===== config.mk =====
export PLATFORM = sky130hd
export DESIGN_NAME = rf_scoreboard_flat
export DESIGN_NICKNAME = d
export VERILOG_FILES = /design/src/rtl/rf_scoreboard_if.sv /design/src/rtl/rf_scoreboard.sv /design/src/flat_wrapper.sv
export SDC_FILE = /design/constraint.sdc
export NUM_CORES = 1
export LEC_CHECK = 0
export CORE_ASPECT_RATIO = 0.9
export CORE_MARGIN = 2
export CORE_UTILIZATION = 35
export CTS_BUF_LIST = sky130_fd_sc_hd__clkbuf_8
export DETAILED_ROUTE_END_ITERATION = 8
export GPL_TIMING_DRIVEN = 0
export PLACE_DENSITY_LB_ADDON = 0.3
export SLEW_MARGIN = 40
export SYNTH_ARGS = -nofsm -noshare
export SYNTH_HDL_FRONTEND = slang
export SYNTH_SLANG_ARGS = --single-unit

===== constraint.sdc =====
create_clock -name clk -period 3.7 [get_ports clk]
set_input_delay 0.37 -clock clk [delete_from_list [all_inputs] [get_ports clk]]
set_output_delay 0.37 -clock clk [all_outputs]
set_load 0.005 [all_outputs]

===== src/rtl/rf_scoreboard_if.sv =====
// Decode/writeback-side bundle of the register-file write scoreboard.
// The master drives decode and writeback snoop signals; the slave is the scoreboard.
interface rf_scoreboard_if #(
   parameter int INF_W = 3
);
   logic             id_valid;
   logic [4:0]       id_rs;
   logic [4:0]       id_rt;
   logic             id_use_rs;
   logic             id_use_rt;
   logic [4:0]       id_rd;
   logic             id_wr;
   logic             id_stall;
   logic             wb_we;
   logic [4:0]       wb_a3;
   logic             flush;
   logic [31:0]      busy_mask;
   logic [INF_W-1:0] inflight;
   logic             err;

   modport master (
      output id_valid, id_rs, id_rt, id_use_rs, id_use_rt, id_rd, id_wr,
      output wb_we, wb_a3, flush,
      input  id_stall, busy_mask, inflight, err
   );

   modport slave (
      input  id_valid, id_rs, id_rt, id_use_rs, id_use_rt, id_rd, id_wr,
      input  wb_we, wb_a3, flush,
      output id_stall, busy_mask, inflight, err
   );
endinterface


===== src/rtl/rf_scoreboard.sv =====
// Register-file write scoreboard: counts outstanding writes per register,
// stalls decode on RAW hazards / counter or in-flight saturation, retires on RF writes.
module rf_scoreboard #(
   parameter int CNT_W        = 2,
   parameter int MAX_INFLIGHT = 4,
   parameter int WB_BYPASS    = 0,
   parameter int INF_W        = 3
) (
   input logic             clk,
   input logic             rst,
   rf_scoreboard_if.slave  sb
);
   localparam logic [CNT_W-1:0] CNT_MAX = {CNT_W{1'b1}};
   localparam logic [INF_W-1:0] INF_MAX = INF_W'(MAX_INFLIGHT);

   logic [CNT_W-1:0] cnt_reg [32];
   logic [31:0]      busy_next;
   logic [31:0]      busy_reg;
   logic [INF_W-1:0] inflight_reg;
   logic [INF_W-1:0] inflight_next;
   logic             err_reg;

   logic [CNT_W-1:0] cnt_a3;
   logic [CNT_W-1:0] cnt_rs;
   logic [CNT_W-1:0] cnt_rt;
   logic [CNT_W-1:0] cnt_rd;
   logic             retire_req;
   logic             retire_ok;
   logic             rs_pend;
   logic             rt_pend;
   logic             stall;
   logic             issue;
   logic             issue_eff;

   assign cnt_a3 = cnt_reg[sb.wb_a3];
   assign cnt_rs = cnt_reg[sb.id_rs];
   assign cnt_rt = cnt_reg[sb.id_rt];
   assign cnt_rd = cnt_reg[sb.id_rd];

   // A retire to an idle register is an error and must not touch inflight.
   assign retire_req = sb.wb_we && (sb.wb_a3 != 5'd0) && !sb.flush;
   assign retire_ok  = retire_req && (cnt_a3 != '0);

   // With a forwarding network, a source whose last write retires now is ready.
   assign rs_pend = (cnt_rs != '0) &&
                    !((WB_BYPASS != 0) && (cnt_rs == CNT_W'(1)) && retire_ok && (sb.wb_a3 == sb.id_rs));
   assign rt_pend = (cnt_rt != '0) &&
                    !((WB_BYPASS != 0) && (cnt_rt == CNT_W'(1)) && retire_ok && (sb.wb_a3 == sb.id_rt));

   always_comb begin
      stall = 1'b0;
      if (sb.id_valid) begin
         if (sb.id_use_rs && (sb.id_rs != 5'd0) && rs_pend)
            stall = 1'b1;
         if (sb.id_use_rt && (sb.id_rt != 5'd0) && rt_pend)
            stall = 1'b1;
         if (sb.id_wr && (sb.id_rd != 5'd0) && (cnt_rd == CNT_MAX))
            stall = 1'b1;
         if (sb.id_wr && (sb.id_rd != 5'd0) && (inflight_reg == INF_MAX) && !retire_ok)
            stall = 1'b1;
      end
   end

   assign issue     = sb.id_valid && !stall && sb.id_wr && (sb.id_rd != 5'd0);
   assign issue_eff = issue && !sb.flush;

   genvar gi;
   generate
      for (gi = 0; gi < 32; gi++) begin : g_cnt
         if (gi == 0) begin : g_zero
            assign cnt_reg[gi]   = '0;
            assign busy_next[gi] = 1'b0;
         end else begin : g_track
            logic             inc;
            logic             dec;
            logic [CNT_W-1:0] cnt_q;
            logic [CNT_W-1:0] cnt_d;

            assign inc = issue_eff && (sb.id_rd == 5'(gi));
            assign dec = retire_ok && (sb.wb_a3 == 5'(gi));

            always_comb begin
               cnt_d = cnt_q;
               if (sb.flush)
                  cnt_d = '0;
               else if (inc && !dec)
                  cnt_d = cnt_q + CNT_W'(1);
               else if (dec && !inc)
                  cnt_d = cnt_q - CNT_W'(1);
            end

            always_ff @(posedge clk or posedge rst) begin
               if (rst)
                  cnt_q <= '0;
               else
                  cnt_q <= cnt_d;
            end

            assign cnt_reg[gi]   = cnt_q;
            assign busy_next[gi] = (cnt_d != '0);
         end
      end
   endgenerate

   always_comb begin
      inflight_next = inflight_reg;
      if (sb.flush)
         inflight_next = '0;
      else if (issue_eff && !retire_ok)
         inflight_next = inflight_reg + INF_W'(1);
      else if (retire_ok && !issue_eff)
         inflight_next = inflight_reg - INF_W'(1);
   end

   always_ff @(posedge clk or posedge rst) begin
      if (rst) begin
         busy_reg     <= '0;
         inflight_reg <= '0;
         err_reg      <= 1'b0;
      end else begin
         busy_reg     <= busy_next;
         inflight_reg <= inflight_next;
         err_reg      <= err_reg || (retire_req && (cnt_a3 == '0));
      end
   end

   assign sb.id_stall  = stall;
   assign sb.busy_mask = busy_reg;
   assign sb.inflight  = inflight_reg;
   assign sb.err       = err_reg;
endmodule


===== src/flat_wrapper.sv =====
// flat-port wrapper written by rule: the top's interface ports become plain ports
module rf_scoreboard_flat 
#(
   parameter int CNT_W        = 2,
   parameter int MAX_INFLIGHT = 4,
   parameter int WB_BYPASS    = 0,
   parameter int INF_W        = 3
)
  (clk, rst, sb_id_valid, sb_id_rs, sb_id_rt, sb_id_use_rs, sb_id_use_rt, sb_id_rd, sb_id_wr, sb_wb_we, sb_wb_a3, sb_flush, sb_id_stall, sb_busy_mask, sb_inflight, sb_err);
  rf_scoreboard_if #(.INF_W(INF_W)) sb_i ();
  input logic clk;
  input logic rst;
  input wire logic [$bits(sb_i.id_valid)-1:0] sb_id_valid;
  input wire logic [$bits(sb_i.id_rs)-1:0] sb_id_rs;
  input wire logic [$bits(sb_i.id_rt)-1:0] sb_id_rt;
  input wire logic [$bits(sb_i.id_use_rs)-1:0] sb_id_use_rs;
  input wire logic [$bits(sb_i.id_use_rt)-1:0] sb_id_use_rt;
  input wire logic [$bits(sb_i.id_rd)-1:0] sb_id_rd;
  input wire logic [$bits(sb_i.id_wr)-1:0] sb_id_wr;
  input wire logic [$bits(sb_i.wb_we)-1:0] sb_wb_we;
  input wire logic [$bits(sb_i.wb_a3)-1:0] sb_wb_a3;
  input wire logic [$bits(sb_i.flush)-1:0] sb_flush;
  output wire logic [$bits(sb_i.id_stall)-1:0] sb_id_stall;
  output wire logic [$bits(sb_i.busy_mask)-1:0] sb_busy_mask;
  output wire logic [$bits(sb_i.inflight)-1:0] sb_inflight;
  output wire logic [$bits(sb_i.err)-1:0] sb_err;
  assign sb_i.id_valid = sb_id_valid;
  assign sb_i.id_rs = sb_id_rs;
  assign sb_i.id_rt = sb_id_rt;
  assign sb_i.id_use_rs = sb_id_use_rs;
  assign sb_i.id_use_rt = sb_id_use_rt;
  assign sb_i.id_rd = sb_id_rd;
  assign sb_i.id_wr = sb_id_wr;
  assign sb_i.wb_we = sb_wb_we;
  assign sb_i.wb_a3 = sb_wb_a3;
  assign sb_i.flush = sb_flush;
  assign sb_id_stall = sb_i.id_stall;
  assign sb_busy_mask = sb_i.busy_mask;
  assign sb_inflight = sb_i.inflight;
  assign sb_err = sb_i.err;
  rf_scoreboard #(.CNT_W(CNT_W), .MAX_INFLIGHT(MAX_INFLIGHT), .WB_BYPASS(WB_BYPASS), .INF_W(INF_W)) u_core (.clk(clk), .rst(rst), .sb(sb_i));
endmodule

==> flow_metrics.env <==
export IMPL_status="finished, final reports clean"
export IMPL_layout_nets=906
export IMPL_drive_gt1_share_pct=17.1
export IMPL_slowest_delay_ps=560
export IMPL_path_delay_family="buffers and inverters"
export IMPL_diodes=0
export IMPL_p_int_w=0.00153
export IMPL_crit_slowest_cell="mux4_2"
export IMPL_die_h_um=142
export IMPL_hold_class="input port to asynchronous set/reset pin"
export IMPL_synth_top_area_share_pct=32.9
export IMPL_largest_reg_flops=62
export IMPL_pin_count=65
export IMPL_p_per_area_nw_per_um2=255
export IMPL_p_clk_share_pct=31.9
export IMPL_grtUsageTotal_pct=23.8
export IMPL_power_frac_comb_pct=19.5
export IMPL_die_area_um2=22300
export IMPL_synth_area_leaders="dfrtp_1 (33%), mux4_2 (6.4%), nor4_4 (5.2%)"
export IMPL_io_buffers=57
export IMPL_crit_path_start_kind="input port"
export IMPL_synth_nets=835
export IMPL_yosys_top_cells_count="dfrtp_1 (97), nor2_1 (95), nand2_1 (85), xnor2_1 (42), nand3_1 (41)"
export IMPL_p_sw_w=0.000690
export IMPL_dp_hpwl_mm=19.3
export IMPL_finClkSkew_ps=10.8
export IMPL_synthToLayoutAreaGrowth_pct=18.2
export IMPL_path_buf_inv=5
export IMPL_worst_pin_slew_ps=864
export IMPL_yosysSeqAreaShare_pct=32.9
export IMPL_total_power_w=0.00222
export IMPL_clkLatencyLatePin_ps=400
export IMPL_core_rowCount=50
export IMPL_place_congestion=0.960
export IMPL_r2r_cells=14
export IMPL_crit_type="input port to flop"
export IMPL_die_w_um=157
export IMPL_finalSetupViolations=0
export IMPL_crit_path_max_fanout=10
export IMPL_grt_pass1_vias=6507
export IMPL_yosysTopAreaCell="dfrtp_1"
export IMPL_synth_area_um2=7380
export IMPL_first_iter_violations=915
export IMPL_ys_ff_latch=97
export IMPL_swShare_pct=31.1
export IMPL_grt_pass1_wl_mm=39.6
export IMPL_cp_arrival_ps=3850
export IMPL_ys_warn_count=0
export IMPL_vias=6901
export IMPL_drtAntennaViolNets=0
export IMPL_crit_chain="clkdlybuf4s50_1 > buf_6 > mux4_2 > a221oi_2 > a311oi_1 > o21ai_1 > buf_6 > buf_4 > or2_1 > nor3_1 > fa_1 > inv_1 > nand3_1 > o32ai_2 > mux2i_1"
export IMPL_overflow=0
export IMPL_synth_most_common_cell="dfrtp_1"
export IMPL_cts_root_buf="clkbuf_8"
export IMPL_numCtsBuffers=9
export IMPL_route_detailed_drc=0
export IMPL_cts_tree="yes"
export IMPL_finalNonFillerCells=1168
export IMPL_syn_inst=806
export IMPL_grt_antenna_before_repair=0
export IMPL_required_ps=4030
export IMPL_slew_headroom_pct=42.2
export IMPL_route_detailed_wl_per_inst_um=22.1
export IMPL_path_clk_slew_ps=100
export IMPL_ys_flop_type="dfrtp_1"
export IMPL_fin_crit_sh_pct=95.0
export IMPL_ir_drop_uv=186
export IMPL_worst_path_stages=15
export IMPL_cpMostUsedCell="buf_6"
export IMPL_max_freq_ghz=0.284
export IMPL_fin_tns_setup_ps=0
export IMPL_via_per_inst=5.91
export IMPL_start_util_pct=35.5
export IMPL_ys_types=85
export IMPL_syn_area_per_cell_um2=9.15
export IMPL_async_flop_share_pct=100
export IMPL_cts_buffer_depth=2
export IMPL_hold_violations=0
export IMPL_rsz0062_at_grt="false"
export IMPL_cts_hold_buf=0
export IMPL_grt_max_degree=60
export IMPL_pwr_share_seq_pct=48.5
export IMPL_drt_pass1_iterations=5
export IMPL_final_max_slew_viol_count=0
export IMPL_post_place_cells=1150
export IMPL_routed_wl_mm=25.8
export IMPL_synth_edf_count=0
export IMPL_core_um2=20800
export IMPL_maxCapViolations=0
export IMPL_crit_path_end_kind="flop"
export IMPL_post_route_min_period_ps=3520
export IMPL_cts_sinks=97
export IMPL_h_tree_depth=3
export IMPL_p_leak_nw=3.21
==> repair_timing <==
item | in CTS | in global routing
setup buffers | 3 | 3
setup endpoints to repair | 2 | 2
gates resized for setup | 27 | 26
pin swaps | 1 | 4
==> power by group through the flow <==
stage / combinational [W] / clock [W] / sequential (W)
after floorplan: 0.000253 / 0 / 0.00110
after global placement: 0.000403 / 0 / 0.00110
after detailed placement: 0.000410 / 0 / 0.00110
after CTS: 0.000420 / 0.000739 / 0.00108
after global routing: 0.000460 / 0.000770 / 0.00108
final: 0.000434 / 0.000709 / 0.00108
==> cells by family (layout without fill, tap and decap cells) <==
group / count (synthesis) / count (layout) / synth area share [%]
AOI/OAI and AO/OA: 163 / 163 / 16.8
xor gates and xnor gates: 54 / 54 / 6.41
muxes: 26 / 26 / 7.09
adders and majority gates: 1 / 1 / 0.271
buffers and inverters: 78 / 154 / 5.28
other: 1 / 1 / 0.0508
DFF: 97 / 97 / 32.9
and+or+nand+nor: 386 / 386 / 31.2
==> final cells by class <==
class	count	area [µm²]
fill	2124	12000
multi-input combinational	631	4680
sequential	97	2430
timing repair buffer	64	646
tap	286	358
buffer	53	329
clock buffer	10	138
inverter	21	88.8
clock inverter	6	51.3
==> through the flow <==
stage / instance area, µm² / hold slack [ps] / utilization (%) / setup slack [ps]
final: 8720 / 338 / 42.0 / 185
after global routing: 8720 / 376 / 42.0 / 6.05
after CTS: 8610 / 343 / 41.5 / 2.88
after detailed placement: 8350 / 460 / 40.2 / -448
after global placement: 8300 / 460 / 40.0 / -985
after floorplan: 7380 / 465 / - / 572
==> layout by cell type, fill, tap and decap left out, types with 18 or more instances in the layout <==
| cell type | Yosys | routed |
|---|---|---|
| o211ai_1 | 22 | 22 |
| nor3_1 | 28 | 26 |
| xnor2_1 | 42 | 42 |
| nor2_1 | 95 | 83 |
| nand2_1 | 85 | 85 |
| clkdlybuf4s50_1 | 0 | 50 |
| nand3_1 | 41 | 41 |
| mux4_2 | 21 | 21 |
| a211oi_1 | 22 | 22 |
| clkbuf_1 | 28 | 24 |
| o21ai_0 | 29 | 29 |
| nor4_4 | 18 | 18 |
| dfrtp_1 | 97 | 93 |
| inv_1 | 18 | 19 |
==> per-layer routing <==
| metal | track usage [%] | vias up | part of all wire (%) |
|---|---|---|---|
| met5 | 0 | - | 0 |
| met4 | 6.60 | 0 | 2.3 |
| met1 | 35.0 | 3391 | 45 |
| li1 | - | 3086 | - |
| met2 | 34.1 | 374 | 43 |
| met3 | 6.81 | 50 | 11 |
==> path summary, 6_finish.rpt <==
check,to,startpoint,slack (ps)
worst max-delay path,u_core.sb.inflight[2],sb_id_rd[1],180
worst min-delay path,u_core.sb.busy_mask[28],rst,340
worst max register to register,u_core.sb.inflight[2],u_core.g_cnt[18].g_track.cnt_q[0],280
worst min register to register,u_core.sb.err,u_core.sb.err,480
max in group asynchronous,u_core.g_cnt[11].g_track.cnt_q[1],rst,2740
min in group clk,u_core.sb.err,u_core.sb.err,480
(Power assumes the default switching activity.)
